<file path="src/rtl/mem_arbiter.sv">
// mem_arbiter: two-requester (instruction / data) line-burst arbiter for a
// single backing memory port.
//
// Ports
//   clk, rst                     clock, asynchronous active-low reset
//   i_req_valid/addr/ready       instruction-side line read request
//   i_rdata/i_rvalid/i_rlast     instruction-side read beats
//   d_req_valid/we/addr/ready    data-side line read (we=0) or write (we=1)
//   d_wdata/d_wready             data-side write beat and its acceptance
//   d_rdata/d_rvalid/d_rlast     data-side read beats
//   mem_cmd_valid/we/addr/ready  command channel to memory (line-aligned)
//   mem_wdata/wvalid/wready      write beat channel to memory
//   mem_rdata/mem_rvalid         read beat channel from memory
//   busy                         arbiter is not idle
//   grant_d                      current/last owner is the data side
//
// Build option
//   MEM_ARB_ROUND_ROBIN_EN  defined: ties go to the side not granted last
//                           (first tie after reset goes to data).
//                           undefined: data side always wins ties.
//
// Request acceptance (req_ready) and the beat channels are combinational so
// that a request is taken in its first IDLE cycle and beats pass straight
// through without added latency.
module mem_arbiter #(
  parameter int unsigned WIDTH      = 32,
  parameter int unsigned LINE_WORDS = 4
) (
  input  logic             clk,
  input  logic             rst,
  input  logic             i_req_valid,
  input  logic [WIDTH-1:0] i_req_addr,
  output logic             i_req_ready,
  output logic [WIDTH-1:0] i_rdata,
  output logic             i_rvalid,
  output logic             i_rlast,
  input  logic             d_req_valid,
  input  logic             d_req_we,
  input  logic [WIDTH-1:0] d_req_addr,
  input  logic [WIDTH-1:0] d_wdata,
  output logic             d_req_ready,
  output logic             d_wready,
  output logic [WIDTH-1:0] d_rdata,
  output logic             d_rvalid,
  output logic             d_rlast,
  output logic             mem_cmd_valid,
  output logic             mem_cmd_we,
  output logic [WIDTH-1:0] mem_cmd_addr,
  input  logic             mem_cmd_ready,
  output logic [WIDTH-1:0] mem_wdata,
  output logic             mem_wvalid,
  input  logic             mem_wready,
  input  logic [WIDTH-1:0] mem_rdata,
  input  logic             mem_rvalid,
  output logic             busy,
  output logic             grant_d
);

  localparam int unsigned CNT_W = $clog2(LINE_WORDS);
  localparam int unsigned OFF_W = $clog2(LINE_WORDS * 4);
  localparam logic [CNT_W-1:0] LAST_BEAT  = CNT_W'(LINE_WORDS - 1);
  localparam logic [WIDTH-1:0] ALIGN_MASK = ~WIDTH'((64'd1 << OFF_W) - 64'd1);

  typedef enum logic [1:0] {IDLE, CMD, WDATA, RDATA} state_t;

  state_t           state, state_nxt;
  logic [CNT_W-1:0] beat_cnt;
  logic [WIDTH-1:0] addr_q;
  logic             we_q;
  logic             pick_d;
  logic             accept;
  logic             beat;
  logic             last_beat;

  // Arbitration: a lone requester always wins; ties resolved by build option.
  always_comb begin
    pick_d = d_req_valid;
    if (d_req_valid && i_req_valid) begin
`ifdef MEM_ARB_ROUND_ROBIN_EN
      pick_d = !grant_d;
`else
      pick_d = 1'b1;
`endif
    end
  end

  // Reset gates acceptance so no ready is seen while rst is low.
  assign accept    = rst && (state == IDLE) && (i_req_valid || d_req_valid);
  assign beat      = ((state == WDATA) && mem_wready) || ((state == RDATA) && mem_rvalid);
  assign last_beat = (beat_cnt == LAST_BEAT);

  // State register.
  always_ff @(posedge clk or negedge rst) begin
    if (!rst) state <= IDLE;
    else      state <= state_nxt;
  end

  // Next-state logic.
  always_comb begin
    state_nxt = state;
    unique case (state)
      IDLE:    if (accept) state_nxt = CMD;
      CMD:     if (mem_cmd_ready) state_nxt = we_q ? WDATA : RDATA;
      WDATA:   if (mem_wready && last_beat) state_nxt = IDLE;
      RDATA:   if (mem_rvalid && last_beat) state_nxt = IDLE;
      default: state_nxt = IDLE;
    endcase
  end

  // Grant latch and beat counter; counter clears when the grant enters CMD.
  always_ff @(posedge clk or negedge rst) begin
    if (!rst) begin
      addr_q   <= '0;
      we_q     <= 1'b0;
      grant_d  <= 1'b0;
      beat_cnt <= '0;
    end else if (accept) begin
      addr_q   <= (pick_d ? d_req_addr : i_req_addr) & ALIGN_MASK;
      we_q     <= pick_d && d_req_we;
      grant_d  <= pick_d;
      beat_cnt <= '0;
    end else if (beat) begin
      beat_cnt <= beat_cnt + CNT_W'(1);
    end
  end

  // Output decode; stray memory strobes outside their data state are ignored.
  always_comb begin
    i_req_ready   = 1'b0;
    d_req_ready   = 1'b0;
    i_rdata       = '0;
    i_rvalid      = 1'b0;
    i_rlast       = 1'b0;
    d_rdata       = '0;
    d_rvalid      = 1'b0;
    d_rlast       = 1'b0;
    d_wready      = 1'b0;
    mem_cmd_valid = 1'b0;
    mem_cmd_we    = 1'b0;
    mem_cmd_addr  = '0;
    mem_wdata     = '0;
    mem_wvalid    = 1'b0;
    busy          = (state != IDLE);
    unique case (state)
      IDLE: begin
        i_req_ready = accept && !pick_d;
        d_req_ready = accept && pick_d;
      end
      CMD: begin
        mem_cmd_valid = 1'b1;
        mem_cmd_we    = we_q;
        mem_cmd_addr  = addr_q;
      end
      WDATA: begin
        mem_wvalid = 1'b1;
        mem_wdata  = d_wdata;
        d_wready   = mem_wready;
      end
      RDATA: begin
        if (grant_d) begin
          d_rvalid = mem_rvalid;
          d_rdata  = mem_rvalid ? mem_rdata : '0;
          d_rlast  = mem_rvalid && last_beat;
        end else begin
          i_rvalid = mem_rvalid;
          i_rdata  = mem_rvalid ? mem_rdata : '0;
          i_rlast  = mem_rvalid && last_beat;
        end
      end
      default: busy = 1'b0;
    endcase
  end

endmodule

</file>
<file path="config.mk">
export PLATFORM = sky130hd
export DESIGN_NAME = mem_arbiter
export DESIGN_NICKNAME = d
export VERILOG_FILES = /design/src/rtl/mem_arbiter.sv
export SDC_FILE = /design/constraint.sdc
export NUM_CORES = 1
export LEC_CHECK = 0
export BUFFER_PORTS_ARGS = -buffer_cell sky130_fd_sc_hd__clkbuf_2
export CORE_AREA = 2 2 106 108
export DETAILED_ROUTE_END_ITERATION = 12
export DIE_AREA = 0 0 108 110
export PLACE_DENSITY = 0.63
export SETUP_SLACK_MARGIN = 0.4
export SLEW_MARGIN = 30
export SYNTH_ARGS = -nofsm -noshare
export SYNTH_HDL_FRONTEND = slang
export SYNTH_SLANG_ARGS = --single-unit
</file>
<file path="constraint.sdc">
create_clock -name clk -period 1.8 [get_ports clk]
set_input_delay 0.18 -clock clk [delete_from_list [all_inputs] [get_ports clk]]
set_output_delay 0.18 -clock clk [all_outputs]
set_load 0.1 [all_outputs]
</file>
==> metrics, run 1 <==
CP max stage delay=between 0.4 and 0.5 ns; Reg2Reg Depth=7; Fill cells=783; Initial DRT Pass Iterations=4; Hold WS=0.1326 ns; Final Skew=~0.0061 ns; DR WL/cell=18.21 um; max-cap viol count=0; Total Nets Final=702; clock root buffer=clkbuf_8; later-pin clock latency in the skew report=0.28 ns; Setup TNS=-5.583 ns; failing checks=negative setup slack; htree depth=2; largest net degree at the start of global routing=35; leakage power=~3.4 nW; clk slew on worst S/H paths=0.07 ns; final number of hold-violating endpoints=0; Residual DRC=0; Final WS setup=-0.1371 ns; post-synth top area share=0.3235; Distinct cells, synth=25; fmax=516.2 MHz; CTS Buf Count=5; pins over their slew limit=0; clock sink count=34; async set or reset register ratio after synthesis=1.000; number of primary I/O pins=276; Die Footprint=around 12,000 um2; DRT iter0 DRCs=~120; Max IR drop VDD=1.442 mV; most used cell, CP=buf_6; fraction of layout cells with a size suffix above 1=0.8991; EDFF count, synth=0; Cell Count Post-Placement=669; Initial Util=0.2458; CP Class=reg2out; Worst Setup End Kind=primary output; CTS Buffer Depth=2; port buffer count=263; Critical Path AT=1.76 ns; synth warn=0; Chip Width=108 um; GRT Overall Usage=0.2074; die height=110 um; core outline area=around 11,000 um2; first-pass GRT wire length=roughly 19,000 um; initial antenna violation count=1; critical-path cell list=buf_4, buf_6, inv_6, nor2_4, clkbuf_16, buf_6, buf_8, and2_4, buf_12; global route total overflow=0; Tcrit/Tclk final=1.076; Post-Route WL=12,840 um; Pwr Density=approximately 1900 nW/um2; outcome=finished, violations left; fin crit period=1.937 ns; ant diodes=0; commonest non-fill, non-tap cell in the layout=buf_12; Via Count=3,150; post-DR vias/cell=4.468; Util after Layout=0.6742; Crit Path Max Fanout=5; ys flop type=dfrtp_1; CP max stage cell=dfrtp_1; # setup viols final=about 130; most frequent cells in the layout=buf_12 (139), clkbuf_2 (127), and2_4 (126); PnR Total Power=13.43 mW; critical path depth=9; leading area contributor after synthesis=dfrtp_1; CP bufs+invs=7; unrepaired setup endpoints after global routing=true; Seq/Total Area, Yosys=0.3235; Top delay family on crit path=buffers and inverters; vias in the first global route=3,440; WP data required=1.62 ns; Tightest Hold Check Type=in2reg; CTS tree=yes; flops & latches, synth=34; Critical Path Source Type=flop; synthesized area=around 2600 um2; Rows=38; dpl hpwl=9508 um; DRT antenna net count=0; Worst Hold Depth=3; final non-filler cell total=705; Avg Synthesized Cell Area=about 9.5 um2; Synth Instances=276; Area Overhead vs Synth=174.2%; RD Place Congestion=0.7306; top cells by area, synth=dfrtp_1 (32%), and2_1 (30%), mux2_2 (24%)
synthesized netlist by cell type, drive strengths merged (2+ instances only):
master / count
a21oi: 2
and2: 127
buf: 8
clkbuf: 16
dfrtp: 34
inv: 4
mux2: 57
mux2i: 3
nand2: 2
nand3: 3
nor2: 6
nor3: 3
flip-flops by register name (all words and copies together) (netlist names):
register  cells
state         2
grant_d       1
beat_cnt      2
we_q          1
addr_q       28
timing repair:
action                                  CTS  global route
hold buffers                              1             0
endpoints found under the setup margin  166           168
cloned                                    5             1
pin swaps                                 5             3
endpoints found under the hold margin    34             0
gates resized for setup                  63            11
setup buffers                            20             2
worst register-to-register path: stages (launching register included):
cell	delay [ns]
dfrtp_1	0.41
or2_4	0.29
nor3b_4	0.23
buf_12	0.15
buf_6	0.09
buf_6	0.10
buf_12	0.13
mux2_4	0.31
area by class of cell:
type | count | area (um2) | share of cell area
clock buffer | 7 | 86.33 | 0.01197
inverter | 4 | 20.02 | 0.002776
multi-input combinational | 217 | 2150 | 0.2981
sequential | 34 | 854.6 | 0.1185
tap | 140 | 175.2 | 0.02429
timing repair buffer | 303 | 3926 | 0.5444
final timing paths:
path	startpoint	slack [ns]	to
worst min register to register	addr_q[9]$_DFFE_PN0P_	0.51	addr_q[9]$_DFFE_PN0P_
max in group asynchronous	rst	0.89	grant_d$_DFFE_PN0P_
worst min-delay path	d_req_we	0.13	we_q$_DFFE_PN0P_
worst max-delay path	state[1]$_DFFE_PN0P_	-0.14	mem_wdata[30]
worst max register to register	state[1]$_DFFE_PN0P_	-0.03	addr_q[28]$_DFFE_PN0P_
min in group asynchronous	rst	0.55	addr_q[20]$_DFFE_PN0P_
through the flow:
step / instance area, um2 / setup slack [ns]
2_1_floorplan: 3154 / -0.3379
6_report: 7212 / -0.1371
5_1_grt: 7212 / -0.1830
3_5_place_dp: 6551 / 0.06617
3_3_place_gp: 6551 / 0.08665
4_1_cts: 7133 / -0.1163
cells by family after synthesis:
family / after synthesis / synth area share
buf+inv: 28 / 0.05709
simple gates: 147 / 0.3463
compound gates: 5 / 0.01142
flops: 34 / 0.3235
mux: 60 / 0.2555
other cells: 1 / 0.001426
fa+ha+maj: 1 / 0.004757
routing by layer:
metal | vias up | routed length [um] | global-route usage
met5 | - | 16 | 0
met4 | 2 | 197 | 0.05769
met3 | 16 | 1157 | 0.07172
met2 | 159 | 7085 | 0.3940
met1 | 1514 | 4378 | 0.2166
li1 | 1459 | - | -
report_power, final:
| group | switching, mW | internal (mW) | total (mW) | leakage, nW |
|---|---|---|---|---|
| logic | 6.68 | 4.71 | 11.4 | 2.94 |
| clock network | 0.286 | 0.304 | 0.590 | 0.0443 |
| registers | 0.280 | 1.16 | 1.44 | 0.406 |
| total | 7.25 | 6.18 | 13.4 | 3.39 |
Note: power is estimated with default switching activity, not from simulation.
==> run 2: changes to the inputs <==
--- a/config.mk
+++ b/config.mk
@@ -6,10 +6,11 @@
 export NUM_CORES = 1
 export LEC_CHECK = 0
 export BUFFER_PORTS_ARGS = -buffer_cell sky130_fd_sc_hd__clkbuf_2
-export CORE_AREA = 2 2 106 108
+export CORE_AREA = 3 3 107 109
 export DETAILED_ROUTE_END_ITERATION = 12
-export DIE_AREA = 0 0 108 110
+export DIE_AREA = 0 0 110 112
 export PLACE_DENSITY = 0.63
+export REMOVE_ABC_BUFFERS = 1
 export SETUP_SLACK_MARGIN = 0.4
 export SLEW_MARGIN = 30
 export SYNTH_ARGS = -nofsm -noshare
==> run 2 against run 1 <==
  * The run still ends with negative setup slack left
  * Die area up 3.7%
  * Core utilization decreased by 0.87 points
  * Clock-buffer cell count fell by 2
  * Critical path type unchanged
  * Critical endpoint is now i_rdata[13]
==> metrics, run 2 (synthesized netlist as in run 1, its figures left out) <==
outcome=finished, violations left; failing checks=negative setup slack; CTS Buffer Depth=2; Seq pwr share=0.105; Rows=38; vias in the first global route=3,222; Critical Path AT=1.69 ns; Worst Setup End Kind=primary output; initial antenna violation count=0; # setup viols final=about 120; Largest register FFs=28; largest net degree at the start of global routing=35; Final Skew=0.008796 ns; fin crit period=1.873 ns; CP bufs+invs=3; fmax=533.9 MHz; sequential cell area=852.1 um2; DRT iter0 DRCs=110; Final WS setup=-0.07316 ns; met1 Use GR=0.1933; unrepaired setup endpoints after global routing=true; fraction of layout cells with a size suffix above 1=0.8996; internal power=between 6 and 7 mW; DRT antenna net count=0; WP data required=1.62 ns; met3 Use GR=0.05565; RD Place Congestion=0.8379; Pwr Density=1865 nW/um2; critical-path cell list=buf_6, nand3_4, nor2_4, clkbuf_16, and2_4, buf_12; core outline area=roughly 11,000 um2; Die Footprint=12,320 um2; Via Count=3,145; pins over their slew limit=0; Hold WS=0.1440 ns; Crit Path Max Fanout=16; later-pin clock latency in the skew report=0.29 ns; DR WL/cell=18.51 um; Initial Util=0.2458; clock sink count=34; most frequent cells in the layout=buf_12 (142), and2_4 (127), clkbuf_2 (127); CP max stage delay=0.38 ns; final number of hold-violating endpoints=0; worst slack, placed=0.1105 ns; first-pass GRT wire length=between 15,000 and 20,000 um; Logic pwr share=0.841; Chip Width=110 um; CTS Buf Count=5; clk slew on worst S/H paths=0.08 ns; die height=around 110 um; Tcrit/Tclk final=1.041; dpl hpwl=9657 um; Biggest register=addr_q; area of the multi-input gates=2066 um2; port buffer count=around 260; number of primary I/O pins=276; Critical Path Source Type=flop; Fill cells=769; Residual DRC=0; M2 GR Usage=0.3329; Post-Place Cell Area=6162 um2; global route total overflow=0; leakage power=3.317 nW; post-DR vias/cell=around 4.4; Net Sw Power=7.193 mW; Post-Route WL=13,100 um; Total Nets Final=704; max-cap viol count=0; Tightest Hold Check Type=in2reg; Largest regs=addr_q: 28 flops, beat_cnt: 2 flops, state: 2 flops; Top delay family on crit path=buffers and inverters; ant diodes=0; CTS tree=yes; post-route cell area=7119 um2; GRT Overall Usage=0.1806; CP Class=reg2out; sw frac=0.5418; clock root buffer=clkbuf_8; Max IR drop VDD=1.228 mV; htree depth=2; clock power share=0.054; Initial DRT Pass Iterations=4; Area Overhead vs Synth=170.7%; CP max stage cell=dfrtp_1; commonest non-fill, non-tap cell in the layout=buf_12; grt peak-use layer=met2
run 2: cell count changes in the layout (fill, tap and decap cells not counted), sizes merged:
cell,change
bufinv,+1
clkinvlp,+2
run 2: worst paths after layout:
| path | start | depth (start not counted) | end | slack (ns) |
|---|---|---|---|---|
| setup reg to reg | state[1]$_DFFE_PN0P_ | 7 | addr_q[7]$_DFFE_PN0P_ | -0.01 |
| hold / removal | d_req_we | 3 | we_q$_DFFE_PN0P_ | 0.14 |
| setup / recovery | state[0]$_DFFE_PN0P_ | 6 | i_rdata[13] | -0.07 |
| min in group asynchronous | rst | 3 | we_q$_DFFE_PN0P_ | 0.51 |
| max in group asynchronous | rst | 3 | grant_d$_DFFE_PN0P_ | 0.95 |
| hold reg to reg | addr_q[6]$_DFFE_PN0P_ | 1 | addr_q[6]$_DFFE_PN0P_ | 0.50 |
run 2: power by group through the flow:
stage	combinational (mW)	sequential [mW]	clock (mW)
6_report	11.2	1.39	0.712
5_1_grt	11.5	1.45	0.758
4_1_cts	10.0	1.36	0.730
3_5_place_dp	9.67	1.35	0
3_3_place_gp	9.57	1.32	0
2_1_floorplan	5.90	1.40	0
run 2: metal layers:
metal / up-vias / share of wire
met1: 1510 / 0.35
met5: - / 0
li1: 1468 / -
met4: 0 / 0.019
met3: 13 / 0.090
met2: 154 / 0.54
run 2: worst register-to-register path: cells and delay by family, from the launching register on:
family	cells	cell delay, ns
AND/OR/NAND/NOR	2	0.51
buffers and inverters	4	0.48
flip-flops	1	0.40
multiplexers	1	0.31
run 2: layout make-up:
cell class              count  area share
well taps                 140     0.02460
repair buffers            305      0.5471
clock buffers               5    0.009666
flip-flops and latches     34      0.1197
inverters                   4    0.002460
clock inverters             3    0.006327
multi-input cells         217      0.2902
run 2: repair_timing:
action,4_1_cts,5_1_grt
buffers inserted,5,16
endpoints found under the hold margin,34,0
pin swaps,3,40
gates cloned,0,8
hold buffers,1,0
endpoints found under the setup margin,167,169
resized for setup,80,99
run 2: metrics by stage:
stage	util	std cells	power [mW]	TNS, ns
final	0.6655	708	13.28	-3.669
after detailed placement	0.5760	670	11.03	0
after floorplan	-	255	7.301	-234.62
after global routing	0.6655	708	13.68	-14.99
after global placement	0.5760	670	10.90	0
after CTS	0.6112	684	12.13	-3.311
==> run 3: changes to the inputs <==
--- a/config.mk
+++ b/config.mk
@@ -10,7 +10,6 @@
 export DETAILED_ROUTE_END_ITERATION = 12
 export DIE_AREA = 0 0 110 112
 export PLACE_DENSITY = 0.63
-export REMOVE_ABC_BUFFERS = 1
 export SETUP_SLACK_MARGIN = 0.4
 export SLEW_MARGIN = 30
 export SYNTH_ARGS = -nofsm -noshare
==> run 3 against run 2 <==
  * The flow still finishes with violations (negative setup slack)
  * Critical path depth is 1 lower
  * Sequential share of layout area down 0.45 points
  * Die area is the same
  * Clock power decreased by 21%
  * Wire length rose by 4.2%
  * Global-route usage rose by 1.2 points
  * Clock skew decreased by 0.0037 ns
  * Hold slack got worse by 0.016 ns
  * Critical path type unchanged
  * Largest power group unchanged
  * Highest routed layer unchanged
==> metrics, run 3 (synthesized netlist as in run 1, its figures left out) <==
Rows=38; global route total overflow=0; max-cap viol count=0; Crit Path Max Fanout=5; Via Count=between 3,000 and 4,000; htree depth=2; Pwr Density=1843 nW/um2; fmax=545.1 MHz; Initial DRT Pass Iterations=4; Tcrit/Tclk final=1.019; clock sink count=34; clock root buffer=clkbuf_8; Tightest Hold Check Type=in2reg; initial antenna violation count=0; PnR Total Power=around 14 mW; clk slew on worst S/H paths=0.07 ns; CTS Buffer Depth=2; failing checks=negative setup slack; Reg2Reg Depth=7; port buffer count=approximately 260; DRT antenna net count=0; Biggest register=addr_q; final number of hold-violating endpoints=0; CTS tree=yes; post-DR vias/cell=about 4.4; largest net degree at the start of global routing=35; Max IR drop VDD=1.114 mV; fraction of layout cells with a size suffix above 1=0.8981; dpl hpwl=9688 um; Crit. Startpoint=state[1]$_DFFE_PN0P_; Residual DRC=0; CP Class=reg2out; outcome=finished, violations left; Worst Setup End Kind=primary output; unrepaired setup endpoints after global routing=true; number of primary I/O pins=276; commonest non-fill, non-tap cell in the layout=buf_12; most frequent cells in the layout=buf_12 (141), and2_4 (127), clkbuf_2 (127); Total Nets Final=715; Final WS setup=-0.03454 ns; R2R Path End=addr_q[29]$_DFFE_PN0P_; later-pin clock latency in the skew report=0.28 ns; pins over their slew limit=0; Largest regs=addr_q: 28 flops, beat_cnt: 2 flops, state: 2 flops; vias in the first global route=3,321; Largest register FFs=28; Critical Path AT=1.65 ns; Chip Width=about 110 um; start of the worst register-to-register path=state[1]$_DFFE_PN0P_; leakage power=3.484 nW; RD Place Congestion=0.7728; Final Skew=between 0.005 and 0.006 ns; first-pass GRT wire length=roughly 18,000 um; # setup viols final=30; worst slack, placed=0.1182 ns; CTS Buf Count=5; CP Capture Point=i_req_ready; Critical Path Source Type=flop; Initial Util=0.2458; WP data required=1.62 ns; die height=112 um; ant diodes=0; core outline area=10,700 um2; fin crit period=1.835 ns; DR WL/cell=18.99 um; r2r setup slk=approximately 0.010 ns; Die Footprint=12,320 um2; Area Overhead vs Synth=182.0%; DRT iter0 DRCs=a little over 80; Post-Route WL=13,660 um; GRT Overall Usage=0.1925
run 3: power by group:
part | internal (mW) | total [mW] | leakage, nW | switching, mW
Clock | 0.275 | 0.565 | 0.0395 | 0.289
Combinational | 4.92 | 11.7 | 3.04 | 6.75
Sequential | 1.16 | 1.44 | 0.406 | 0.272
run 3: routing by layer:
layer	vias up	share of wire	GRT usage
met5	-	0	0
met4	0	0.025	0.05569
met3	25	0.097	0.06261
met2	169	0.54	0.3572
met1	1511	0.34	0.2024
li1	1486	-	-
run 3: layout make-up:
cell class              instances  area, um2
well taps                     140      175.2
fillers                       718       3281
inverters                       4      17.52
flip-flops and latches         34      854.6
repair buffers                316       4133
clock buffers                   8      80.08
multi-input cells             217       2157
run 3: critical path: stages, from the launching register on:
cell	delay [ns]
dfrtp_1	0.39
or2_4	0.27
nor3b_4	0.23
buf_12	0.15
nor2b_4	0.15
buf_12	0.18
run 3: worst min path at each step:
stage,to,from,slack (ns),cells after the start
final,we_q$_DFFE_PN0P_,d_req_we,0.13,3
after global routing,we_q$_DFFE_PN0P_,d_req_we,0.15,3
after CTS,we_q$_DFFE_PN0P_,d_req_we,0.12,3
after global placement,addr_q[18]$_DFFE_PN0P_,rst,0.29,2
after floorplan,addr_q[10]$_DFFE_PN0P_,rst,-0.12,0
after detailed placement,addr_q[21]$_DFFE_PN0P_,rst,0.29,2
run 3: repair_timing:
action	CTS	global route
hold buffers	1	0
pin swaps	4	58
gates resized for setup	24	44
setup endpoints to repair	165	168
gates cloned	3	11
hold endpoints to repair	34	0
setup buffers	10	12
run 3: metrics by stage:
step	std cells	util	setup TNS (ns)	area, um2	hold WS, ns
final	719	0.6933	-0.4234	7417	0.1279
after global routing	719	0.6933	-6.235	7417	0.1478
after CTS	696	0.6477	-2.446	6929	0.1155
after detailed placement	674	0.6171	0	6601	0.2931
after global placement	674	0.6171	0	6601	0.2908
after floorplan	279	-	-4.211	3154	-0.1156
